--- src/rtl/cook_sequencer.sv ---
// Microwave front-panel sequencer: keypad debounce and M:ST:SO entry, start/stop
// edge detection, cook/pause/done control of the countdown timer datapath.
module cook_sequencer #(
   parameter int DEBOUNCE    = 3,
   parameter int TICK_DIV    = 100,
   parameter int BEEP_CYCLES = 200
) (
   input  logic       clock,
   input  logic       clearn,
   input  logic [9:0] keypad,
   input  logic       startn,
   input  logic       stopn,
   input  logic       door_closed,
   input  logic       timer_zero,
   output logic       load,
   output logic [3:0] load_mins,
   output logic [3:0] load_tens,
   output logic [3:0] load_ones,
   output logic       dec_en,
   output logic       mag_on,
   output logic       done_beep,
   output logic [2:0] state
);

   localparam logic [2:0] IDLE    = 3'd0;
   localparam logic [2:0] ENTRY   = 3'd1;
   localparam logic [2:0] COOKING = 3'd2;
   localparam logic [2:0] PAUSED  = 3'd3;
   localparam logic [2:0] DONE    = 3'd4;

   localparam int PW = (TICK_DIV > 1) ? $clog2(TICK_DIV) : 1;
   localparam int BW = (BEEP_CYCLES > 1) ? $clog2(BEEP_CYCLES) : 1;

   logic [9:0]    key_reg;
   logic [3:0]    stable_reg, stable_next;
   logic          armed_reg;
   logic          key_valid, key_accept;
   logic [3:0]    key_digit;

   logic          startn_reg, startn_dly_reg, stopn_reg, stopn_dly_reg;
   logic          start_ev, stop_ev;

   logic [2:0]    state_reg, state_next;
   logic [3:0]    mins_reg, mins_next, tens_reg, tens_next, ones_reg, ones_next;
   logic [PW-1:0] presc_reg, presc_next;
   logic [BW-1:0] beep_cnt_reg, beep_cnt_next;
   logic          first_reg, first_next;
   logic          load_reg, load_next;
   logic          mag_on_reg, beep_reg;
   logic          wrap, buf_nonzero, start_ok;

   assign key_valid = (keypad != 10'd0) && ((keypad & (keypad - 10'd1)) == 10'd0);

   always_comb begin
      key_digit = 4'd0;
      for (int i = 0; i < 10; i++) begin
         if (keypad[i]) key_digit = 4'(i);
      end
   end

   // Run length of the current one-hot code, saturating; multi-hot or idle restarts it.
   always_comb begin
      stable_next = 4'd0;
      if (key_valid) begin
         if (keypad == key_reg)
            stable_next = (stable_reg == 4'd15) ? 4'd15 : stable_reg + 4'd1;
         else
            stable_next = 4'd1;
      end
   end

   assign key_accept = armed_reg && key_valid && (stable_next == 4'(DEBOUNCE));

   always_ff @(posedge clock) begin
      if (!clearn) begin
         key_reg    <= 10'd0;
         stable_reg <= 4'd0;
         armed_reg  <= 1'b1;
      end else begin
         key_reg    <= keypad;
         stable_reg <= stable_next;
         if (keypad == 10'd0)
            armed_reg <= 1'b1;
         else if (key_accept)
            armed_reg <= 1'b0;
      end
   end

   always_ff @(posedge clock) begin
      if (!clearn) begin
         startn_reg     <= 1'b1;
         startn_dly_reg <= 1'b1;
         stopn_reg      <= 1'b1;
         stopn_dly_reg  <= 1'b1;
      end else begin
         startn_reg     <= startn;
         startn_dly_reg <= startn_reg;
         stopn_reg      <= stopn;
         stopn_dly_reg  <= stopn_reg;
      end
   end

   assign start_ev    = startn_dly_reg & ~startn_reg;
   assign stop_ev     = stopn_dly_reg & ~stopn_reg;
   assign wrap        = (presc_reg == PW'(TICK_DIV - 1));
   assign buf_nonzero = ({mins_reg, tens_reg, ones_reg} != 12'd0);
   assign start_ok    = start_ev && door_closed && buf_nonzero && (tens_reg <= 4'd5);

   always_comb begin
      state_next    = state_reg;
      mins_next     = mins_reg;
      tens_next     = tens_reg;
      ones_next     = ones_reg;
      presc_next    = presc_reg;
      beep_cnt_next = beep_cnt_reg;
      first_next    = first_reg;
      load_next     = 1'b0;
      dec_en        = 1'b0;
      case (state_reg)
         IDLE: begin
            if (key_accept) begin
               state_next = ENTRY;
               mins_next  = 4'd0;
               tens_next  = 4'd0;
               ones_next  = key_digit;
            end
         end
         ENTRY: begin
            if (stop_ev) begin
               state_next = IDLE;
               mins_next  = 4'd0;
               tens_next  = 4'd0;
               ones_next  = 4'd0;
            end else if (start_ok) begin
               state_next = COOKING;
               load_next  = 1'b1;
               presc_next = '0;
               first_next = 1'b1;
            end else if (key_accept) begin
               mins_next = tens_reg;
               tens_next = ones_reg;
               ones_next = key_digit;
            end
         end
         COOKING: begin
            first_next = 1'b0;
            // The timer only sees the load one cycle later, so its zero flag is stale here.
            if (timer_zero && !first_reg) begin
               state_next    = DONE;
               beep_cnt_next = '0;
            end else if (stop_ev || !door_closed) begin
               state_next = PAUSED;
            end else begin
               presc_next = wrap ? '0 : presc_reg + PW'(1);
               dec_en     = wrap;
            end
         end
         PAUSED: begin
            if (stop_ev) begin
               state_next = IDLE;
               load_next  = 1'b1;
               mins_next  = 4'd0;
               tens_next  = 4'd0;
               ones_next  = 4'd0;
            end else if (start_ev && door_closed && !timer_zero) begin
               state_next = COOKING;
            end
         end
         DONE: begin
            if (key_accept) begin
               state_next = ENTRY;
               mins_next  = 4'd0;
               tens_next  = 4'd0;
               ones_next  = key_digit;
            end else if (!door_closed || stop_ev || (beep_cnt_reg == BW'(BEEP_CYCLES - 1))) begin
               state_next = IDLE;
               mins_next  = 4'd0;
               tens_next  = 4'd0;
               ones_next  = 4'd0;
            end else begin
               beep_cnt_next = beep_cnt_reg + BW'(1);
            end
         end
         default: state_next = IDLE;
      endcase
   end

   always_ff @(posedge clock) begin
      if (!clearn) begin
         state_reg    <= IDLE;
         mins_reg     <= 4'd0;
         tens_reg     <= 4'd0;
         ones_reg     <= 4'd0;
         presc_reg    <= '0;
         beep_cnt_reg <= '0;
         first_reg    <= 1'b0;
         load_reg     <= 1'b0;
         mag_on_reg   <= 1'b0;
         beep_reg     <= 1'b0;
      end else begin
         state_reg    <= state_next;
         mins_reg     <= mins_next;
         tens_reg     <= tens_next;
         ones_reg     <= ones_next;
         presc_reg    <= presc_next;
         beep_cnt_reg <= beep_cnt_next;
         first_reg    <= first_next;
         load_reg     <= load_next;
         mag_on_reg   <= (state_next == COOKING);
         beep_reg     <= (state_next == DONE);
      end
   end

   // The cancel load clears the buffer on the same edge, so the load value is 0:00.
   assign load      = load_reg;
   assign load_mins = mins_reg;
   assign load_tens = tens_reg;
   assign load_ones = ones_reg;
   assign mag_on    = mag_on_reg;
   assign done_beep = beep_reg;
   assign state     = state_reg;

endmodule

--- config.mk ---
export PLATFORM = sky130hd
export DESIGN_NAME = cook_sequencer
export DESIGN_NICKNAME = d
export VERILOG_FILES = /design/src/rtl/cook_sequencer.sv
export SDC_FILE = /design/constraint.sdc
export NUM_CORES = 1
export LEC_CHECK = 0
export CAP_MARGIN = 10
export CORE_ASPECT_RATIO = 0.8
export CORE_MARGIN = 1
export CORE_UTILIZATION = 55
export DETAILED_ROUTE_END_ITERATION = 16
export PLACE_DENSITY = 0.78
export SLEW_MARGIN = 10
export SYNTH_ARGS = -nofsm -noshare
export SYNTH_HDL_FRONTEND = slang
export SYNTH_SLANG_ARGS = --single-unit
--- constraint.sdc ---
create_clock -name clock -period 5 [get_ports clock]
set_clock_uncertainty 0.1 [all_clocks]
set_input_delay 0.5 -clock clock [delete_from_list [all_inputs] [get_ports clock]]
set_output_delay 0.5 -clock clock [all_outputs]
set_load 0.05 [all_outputs]
==> impl_metrics.json <==
{
  "hp-class": "flip-flop to flip-flop",
  "r2r-start": "stable_reg[0]",
  "cts.hold.buffers_added": 0,
  "p_leak_nw": 1.08,
  "grt_pass1_wl_mm": 9.96,
  "arrival_ns": 3.31,
  "drt_pass1_iterations": 4,
  "setup.worst_path.start": "keypad[2]",
  "fp.dieH_um": 64.8,
  "cts_resized": 0,
  "post-place-ws_ns": 1.37,
  "cts.path.max_buffers": 2,
  "outcome": "finished clean",
  "synth.ff_latch_count": 53,
  "syn-cell-area_um2": 2710,
  "placedCellCount": 393,
  "avgSynthCellArea_um2": 8.63,
  "syn_nets": 333,
  "initialDrtViolationCount": 181,
  "clkLatencyLatePin_ns": 0.31,
  "worstPathRequired_ns": 5.12,
  "finalNonFillerCells": 401,
  "num_vias": 2421,
  "antenna_found_initial": 0,
  "cts_tree": "done",
  "ys_seq_area_frac": 0.392,
  "via_per_inst": 6.04,
  "area_growth_pct": 16.5,
  "cts_setup_buffers": 0,
  "grt_pass1_vias": 2182,
  "rsz0062_at_grt": "no",
  "power.density_nw_per_um2": 236,
  "portBuffers": 34,
  "nets": 359,
  "maxCapViolCount": 0,
  "synth_edf_count": 0,
  "fmax_mhz": 313,
  "reg2reg_setup_slack_ns": 2.43,
  "final_common_cell": "dfxtp_1",
  "mostFrequentLayoutCells": "dfxtp_1 (53), clkdlybuf4s50_1 (34), nand2_1 (23), nor2_1 (17), a21oi_1 (17)",
  "tns_ns": 0,
  "worstPathMaxFanout": 14,
  "drc": 0,
  "min_period_over_period": 0.639,
  "finalCriticalPeriod_ns": 3.19,
  "critPathCapture": "done_beep",
  "synth_cells": 314,
  "setup_violations": 0,
  "async_reset_ff_frac": 0,
  "rows": 22,
  "clk_pin_slew_ns": 0.10,
  "reg2regPathDepth": 7,
  "grt_max_degree": 21,
  "timing.rr.end": "load_ones[0]",
  "netlist.area_leader.share": 0.392,
  "grt_usage": 0.246,
  "initial_core_util": 0.583,
  "critPathLaunchType": "input pin",
  "vdd.ir_drop.worst_mv": 0.152,
  "synth_warnings": 0,
  "clock-sinks": 53,
  "core_area_um2": 4650,
  "synth.distinct_cells": 55,
  "gp_congestion": 0.928,
  "drv_slew": 0,
  "n_antenna_cell": 0,
  "yosys-top-cells-area": "dfxtp_1 (39%), xor2_1 (3.6%), nand2_1 (3.2%)",
  "tightest_slew_ns": 0.791,
  "synthFlopType": "dfxtp_1",
  "cts_buffers": 5,
  "io_pins": 35,
  "endpoint_kind": "flip-flop",
  "clock-root-buffer": "clkbuf_8",
  "synth_area_leader_cell": "dfxtp_1",
  "wire_per_inst_um": 15.1,
  "setup_ws_ns": 1.81,
  "nFillCells": 401,
  "fp.dieArea_um2": 5210,
  "ant_nets": 0,
  "routed_wl_mm": 6.06,
  "dp_hpwl_mm": 4.37,
  "finalHoldViolCount": 0,
  "critPathKind": "input pin to flip-flop",
  "slew_headroom": 0.469,
  "largest_register_ffs": 10,
  "drive_gt1_frac": 0.0762,
  "die_w_um": 80.5,
  "htreeDepth": 2,
  "grt-ovfl-total": 0
}
-- layout make-up --
| class | count | area [um2] | area share |
|---|---|---|---|
| Tap cell | 60 | 75.1 | 0.0238 |
| Sequential cell | 53 | 1060 | 0.336 |
| Timing Repair Buffer | 35 | 348 | 0.110 |
| Inverter | 8 | 30.0 | 0.00951 |
| Clock buffer | 6 | 82.6 | 0.0262 |
| Multi-Input combinational cell | 237 | 1550 | 0.490 |
| Clock inverter | 2 | 13.8 | 0.00436 |
-- cell families after synthesis --
| group | count (synthesis) | share of synthesized area |
|---|---|---|
| AO/OA/AOI/OAI | 74 | 0.195 |
| XOR/XNOR | 11 | 0.0355 |
| adder cells (fa/ha/maj) | 4 | 0.0175 |
| buffers and inverters | 24 | 0.0402 |
| flip-flops | 53 | 0.392 |
| multiplexers | 3 | 0.0111 |
| AND/OR/NAND/NOR | 145 | 0.309 |
-- how the worst min path moves through the flow --
| stage | from | to | slack [ns] | cells past startpoint |
|---|---|---|---|---|
| 2_1_floorplan | startn_reg | startn_dly_reg | 0.30 | 1 |
| 3_3_place_gp | startn_reg | startn_dly_reg | 0.31 | 1 |
| 3_5_place_dp | startn_reg | startn_dly_reg | 0.33 | 1 |
| 4_1_cts | startn_reg | startn_dly_reg | 0.35 | 1 |
| 5_1_grt | first_reg | first_reg | 0.40 | 2 |
| 6_report | startn_reg | startn_dly_reg | 0.35 | 1 |
-- routing by layer --
layer,share of wire,GRT usage,wire (um),vias to the layer above
met3,0.066,0.0451,401,6
li1,-,-,-,1218
met1,0.51,0.352,3070,1114
met5,0,0,0,-
met2,0.42,0.374,2540,83
met4,0.0083,0.0714,50,0
-- where the power goes --
part / internal, mW / switching, mW / leakage (nW)
combinational: 0.0258 / 0.0362 / 0.602
clock: 0.112 / 0.139 / 0.0512
sequential: 0.428 / 0.00244 / 0.431
-- synth_stat cells (5+ instances only) --
library cell,instances
o31ai_1,6
a211oi_1,5
nor4_1,10
clkbuf_1,11
nand2_1,23
inv_1,8
dfxtp_1,53
nand3_1,13
a21oi_1,17
a21boi_1,5
and2_1,10
xor2_1,11
nand4_1,9
or3_1,6
or4_1,8
o21ai_0,7
or2_2,7
nor3_1,14
nor2_1,17
nand2b_1,10
a22o_1,7
-- through the flow --
| step | instance area (um2) | power (mW) | hold slack [ns] | util |
|---|---|---|---|---|
| 5_1_grt | 3160 | 0.777 | 0.400 | 0.679 |
| 3_5_place_dp | 3050 | 0.501 | 0.326 | 0.657 |
| 4_1_cts | 3150 | 0.750 | 0.348 | 0.677 |
| 2_1_floorplan | 2710 | 0.478 | 0.301 | - |
| 6_report | 3160 | 0.743 | 0.346 | 0.679 |
| 3_3_place_gp | 3050 | 0.500 | 0.313 | 0.657 |
-- critical path: stages --
cell and delay [ns]:
clkdlybuf4s50_1 0.57, nor4_1 0.57, nand4_1 0.21, o221a_2 0.38, nor4_4 0.68, nor2_2 0.18, o21a_1 0.22
Note: power is estimated with default switching activity, not from simulation.
==> variant 1: new RTL, config.mk and constraints unchanged <==
Set the parameter `TICK_DIV` to 200 (it was 100).
--- a/src/rtl/cook_sequencer.sv
+++ b/src/rtl/cook_sequencer.sv
@@ -2,7 +2,7 @@
 // edge detection, cook/pause/done control of the countdown timer datapath.
 module cook_sequencer #(
    parameter int DEBOUNCE    = 3,
-   parameter int TICK_DIV    = 100,
+   parameter int TICK_DIV    = 200,
    parameter int BEEP_CYCLES = 200
 ) (
    input  logic       clock,
Check against the original RTL: no difference found for any inputs over 10 cycles, from zero or initial values; that may be too few to reach the edited logic, so the function may still have changed.
==> variant 1 against the original RTL <==
- sequential share of layout area increased by 0.76 points
- routed wire length decreased by 0.84%
- highest routed layer unchanged
- final area decreased by 0.36%
- die area decreased by 0.94%
- register-to-register slack got worse by 0.16 ns
- sequential cell count increased by 1
- power increased by 6.4%
- setup slack got worse by 0.057 ns
- synthesized area decreased by 0.97%
- non-clock buffer count unchanged
- final cell count increased by 0.75%
- critical endpoint is now dec_en
==> variant 1: results (changes against the original RTL) <==
Status:
- Outcome: finished clean (unchanged).

Detailed routing:
- The routed wire length per instance is 14.9 um (was 15.1 um).
- The detailed-route via count was 2445 (was 2421).
- The number of DRC violations after detailed-routing iteration 0 is 166 (was 181).
- The remaining antenna violation count after routing was 0 (unchanged).
- The total iterations of the first detailed-routing run is 5 (was 4).

Layout:
- The count of nets after finishing is 363 (was 359).
- The share of post-route cells with drive strength above 1 was 5.81% (was 7.62%).

Placement:
- The post-detailed-placement half-perimeter wirelength is 4.33 mm (was 4.37 mm).
- The routability congestion estimate from global placement is 0.866 (was 0.928).

Global route:
- The first-pass GRT wire length is 10.3 mm (was 9.96 mm).
- The pin count of the biggest net entering global routing is 25 (was 21).
- The via count of the first global-routing pass came to 2189 (was 2182).
- The overall routing resource usage is 25.9% (was 24.6%).
- The number of antenna violations at the first check in global routing was 0 (unchanged).

Clock tree:
- The H-tree depth reported by CTS is 2 (unchanged).
- The number of buffers created by CTS is 5 (unchanged).
- The number of setup buffers added after CTS is 0 (unchanged).
- The CTS root buffer is clkbuf_8 (unchanged).

Yosys:
- The post-synthesis compound-gate area fraction came to 18.5% (was 19.5%).
- The arithmetic-cell share of the synthesized area counting full adders, half adders and majority gates is 2.14% (was 1.75%).
- The number of nets in the synthesized netlist is 336 (was 333).
- The most common cell in the synthesized netlist is dfxtp_1 (unchanged).
- The register area share after synthesis was 40.3% (was 39.2%).
- The area share of xor/xnor cells in the synthesized design is 5.55% (was 3.55%).
- The post-synthesis cell type count is 56 (was 55).
- The share of synthesized area spent on multiplexers is 0.373% (was 1.11%).
- Synth top area cells: dfxtp_1 40%, nand3_1 4.5%, a21oi_1 4.1% (was dfxtp_1 39%, xor2_1 3.6%, nand2_1 3.2%).
- List of most frequent post-synthesis cells: 54 x dfxtp_1, 27 x nor2_1, 24 x nand3_1, 22 x a21oi_1, 17 x nand2_1 (was 53 x dfxtp_1, 23 x nand2_1, 17 x a21oi_1, 17 x nor2_1, 14 x nor3_1).

Worst hold path:
- The worst hold path startpoint is startn_reg$_SDFF_PN1_ (unchanged).

STA:
- The worst-case headroom to the max-slew limit came to 30.8% (was 46.9%).

Power:
- The peak ir drop on the vdd network is 0.168 mV (was 0.152 mV).
- The leakage power of the design is 1.12 nW (was 1.08 nW).
- The internal power consumption was 0.621 mW (was 0.566 mW).

Critical path:
- The origin of the worst setup path is state[1]$_SDFF_PN0_ (was keypad[2]).
- The largest driver fanout on the critical path came to 12 (was 14).
- The endpoint arrival time on the critical path is 2.65 ns (was 3.31 ns).
variant 1: power groups by stage:
stage | sequential (mW) | combinational, mW | clock [mW]
after detailed placement | 0.448 | 0.0572 | 0
after global routing | 0.439 | 0.0639 | 0.321
after global placement | 0.448 | 0.0559 | 0
final | 0.438 | 0.0581 | 0.295
after CTS | 0.438 | 0.0576 | 0.301
after floorplan | 0.448 | 0.0341 | 0
variant 1: area by class of cell:
cell class	instances	area, um2
well taps	60	75.1
multi-input cells	242	1510
clock buffers	6	82.6
fillers	397	1480
repair buffers	35	348
inverters	6	22.5
flip-flops and latches	54	1080
clock inverters	1	30.0
variant 1: cells by family after synthesis:
logic type / count (synthesis)
compound gates: 74
flops: 54
fa+ha+maj: 5
buf+inv: 21
simple gates: 145
mux: 1
xor+xnor: 17
variant 1: final timing paths:
check	endpoint	slack, ns
worst max-delay path	dec_en	1.75
worst min-delay path	startn_dly_reg$_SDFF_PN1_	0.35
worst min register to register	startn_dly_reg$_SDFF_PN1_	0.35
worst max register to register	beep_cnt_reg[4]$_SDFFE_PN0P_	2.27
variant 1: stage by stage:
| step | worst slack (ns) | area, um2 | hold WS [ns] | utilization, % | cells |
|---|---|---|---|---|---|
| after global placement | 1.66 | 3030 | 0.313 | 65.6 | 397 |
| final | 1.75 | 3150 | 0.352 | 68.0 | 404 |
| after CTS | 1.75 | 3150 | 0.356 | 68.0 | 404 |
| after floorplan | 1.80 | 2680 | 0.301 | - | 317 |
| after detailed placement | 1.60 | 3030 | 0.315 | 65.6 | 397 |
| after global routing | 1.52 | 3150 | 0.373 | 68.0 | 404 |
variant 1: layer usage:
metal | share of wire, % | GRT usage, % | up-vias
met5 | 0 | 0 | -
met4 | 1.1 | 7.59 | 0
met3 | 6.1 | 5.07 | 8
met2 | 41 | 37.6 | 75
met1 | 52 | 38.6 | 1148
li1 | - | - | 1214
variant 1: worst max-delay path, stage by stage, from the launching register on:
cell	delay [ns]
dfxtp_1	0.54
nor3b_1	0.57
nand2b_1	0.18
nor3_1	0.22
clkdlybuf4s50_1	0.83
==> variant 2: new RTL, same flow settings <==
Made on the original files. Register the output `load_ones` once more, without a reset; this adds one clock of latency there. The other outputs are not delayed to match.
--- a/src/rtl/cook_sequencer.sv
+++ b/src/rtl/cook_sequencer.sv
@@ -215,7 +215,9 @@
    assign load      = load_reg;
    assign load_mins = mins_reg;
    assign load_tens = tens_reg;
-   assign load_ones = ones_reg;
+   always_ff @(posedge clock) begin
+      load_ones <= ones_reg;
+   end
    assign mag_on    = mag_on_reg;
    assign done_beep = beep_reg;
    assign state     = state_reg;
Formal check against the unedited RTL: not equivalent (a bounded check fails within 10 cycles, from zero or initial values).
==> variant 2 against the original RTL <==
- final area down 0.83%
- sequential cell count increased by 4
- power up 27%
- combinational power down 14%
- first-iteration DRC count down 42%
- setup slack got worse by 0.032 ns
- synthesized area shrank 5.3%
- count of clock-buffer cells in the layout grew 6
- routed wire length fell by 8.4%
- utilization increased by 4.3 points
- critical path type is now in2out
- largest cell class unchanged
- largest power group unchanged
==> variant 2: results (changes against the original RTL) <==
Layout:
- The final cell count without fillers came to 388 (was 401).
- The share of post-route cells with drive strength above 1 is 6.65% (was 7.62%).
- The count of nets after finishing is 346 (was 359).

Power:
- The switching share of power is 21.8% (was 23.9%).
- The net switching power was 0.206 mW (was 0.178 mW).
- The sequential cell power was 0.463 mW (was 0.430 mW).
- The leakage power of the design came to 1.15 nW (was 1.08 nW).
- The peak ir drop on the vdd network is 0.244 mV (was 0.152 mV).

Yosys:
- The number of nets in the synthesized netlist is 312 (was 333).
- The post-synthesis compound-gate area fraction is 17.4% (was 19.5%).
- The post-synthesis cell type count is 49 (was 55).
- The arithmetic-cell share of the synthesized area counting full adders, half adders and majority gates was 1.85% (was 1.75%).
- The register area share after synthesis is 44.5% (was 39.2%).
- Synth top area cells: dfxtp_1 44%, xor2_1 5.1%, nor2_1 3.8% (was dfxtp_1 39%, xor2_1 3.6%, nand2_1 3.2%).
- The area share of xor/xnor cells in the synthesized design is 6.48% (was 3.55%).

Clock tree:
- The number of buffers created by CTS is 9 (was 5).
- The H-tree depth reported by CTS is 3 (was 2).
- The register clock-pin slew on the reported worst setup and hold paths is 0.06 ns (was 0.10 ns).
- The worst-skew pair later-pin latency was 0.34 ns (was 0.31 ns).

STA:
- The worst hold margin is 0.299 ns (was 0.346 ns).
- The transition at the pin with the smallest max-transition slack came to 0.875 ns (was 0.791 ns).
- The post-route minimum period is 3.23 ns (was 3.19 ns).

Global route:
- The first-pass GRT wire length is 9.67 mm (was 9.96 mm).
- The via count of the first global-routing pass was 2095 (was 2182).
- The overall routing resource usage is 25.6% (was 24.6%).
- The pin count of the biggest net entering global routing is 26 (was 21).

Worst hold path:
- The worst hold path startpoint is ones_reg[1]$_SDFFE_PN0P_ (was startn_reg$_SDFF_PN1_).
- The worst hold path cell count came to 0 (was 1).

Placement:
- The post-detailed-placement half-perimeter wirelength is 3.95 mm (was 4.37 mm).
- The number of placed instances, taps included is 373 (was 393).
- The worst setup slack after placement came to 1.68 ns (was 1.37 ns).

Critical path:
- The worst reg-to-reg setup slack is 2.35 ns (was 2.43 ns).
- The largest driver fanout on the critical path was 5 (was 14).
- The master of the slowest instance on the critical path is clkdlybuf4s50_1 (was nor4_4).
- The highest cell delay on the worst timing path was 0.81 ns (was 0.68 ns).
- The endpoint arrival time on the critical path is 2.63 ns (was 3.31 ns).

Detailed routing:
- The total length of routed wires is 5.55 mm (was 6.06 mm).
- The number of DRC violations after detailed-routing iteration 0 is 105 (was 181).
- The detailed-route via count is 2220 (was 2421).

Status:
- Outcome: finished clean (unchanged).
==> variant 2: cell types whose count changed after synthesis, moves of 5 or more <==
cell,before,now
nor2_1,17,26
o21ai_0,7,15
or2_2,7,1
or4_1,8,2
a21boi_1,5,0
nor4_1,10,5
==> variant 2: metal layers <==
| layer | vias up | wire (um) | global-route usage (%) |
|---|---|---|---|
| li1 | 1119 | - | - |
| met1 | 1032 | 2670 | 32.2 |
| met2 | 59 | 2510 | 39.7 |
| met3 | 10 | 271 | 8.41 |
| met4 | 0 | 91 | 12.0 |
| met5 | - | 0 | 0 |
==> variant 2: cells by family after synthesis <==
family / Yosys count
xor+xnor: 19
buf+inv: 19
compound gates: 66
fa+ha+maj: 4
simple gates: 128
flops: 57
==> variant 2: area by class of cell <==
cell class	count	area [um2]
repair buffers	34	340
inverters	8	30.0
multi-input cells	217	1350
well taps	57	71.3
flip-flops and latches	57	1140
fillers	360	1200
clock inverters	3	40.0
clock buffers	12	155
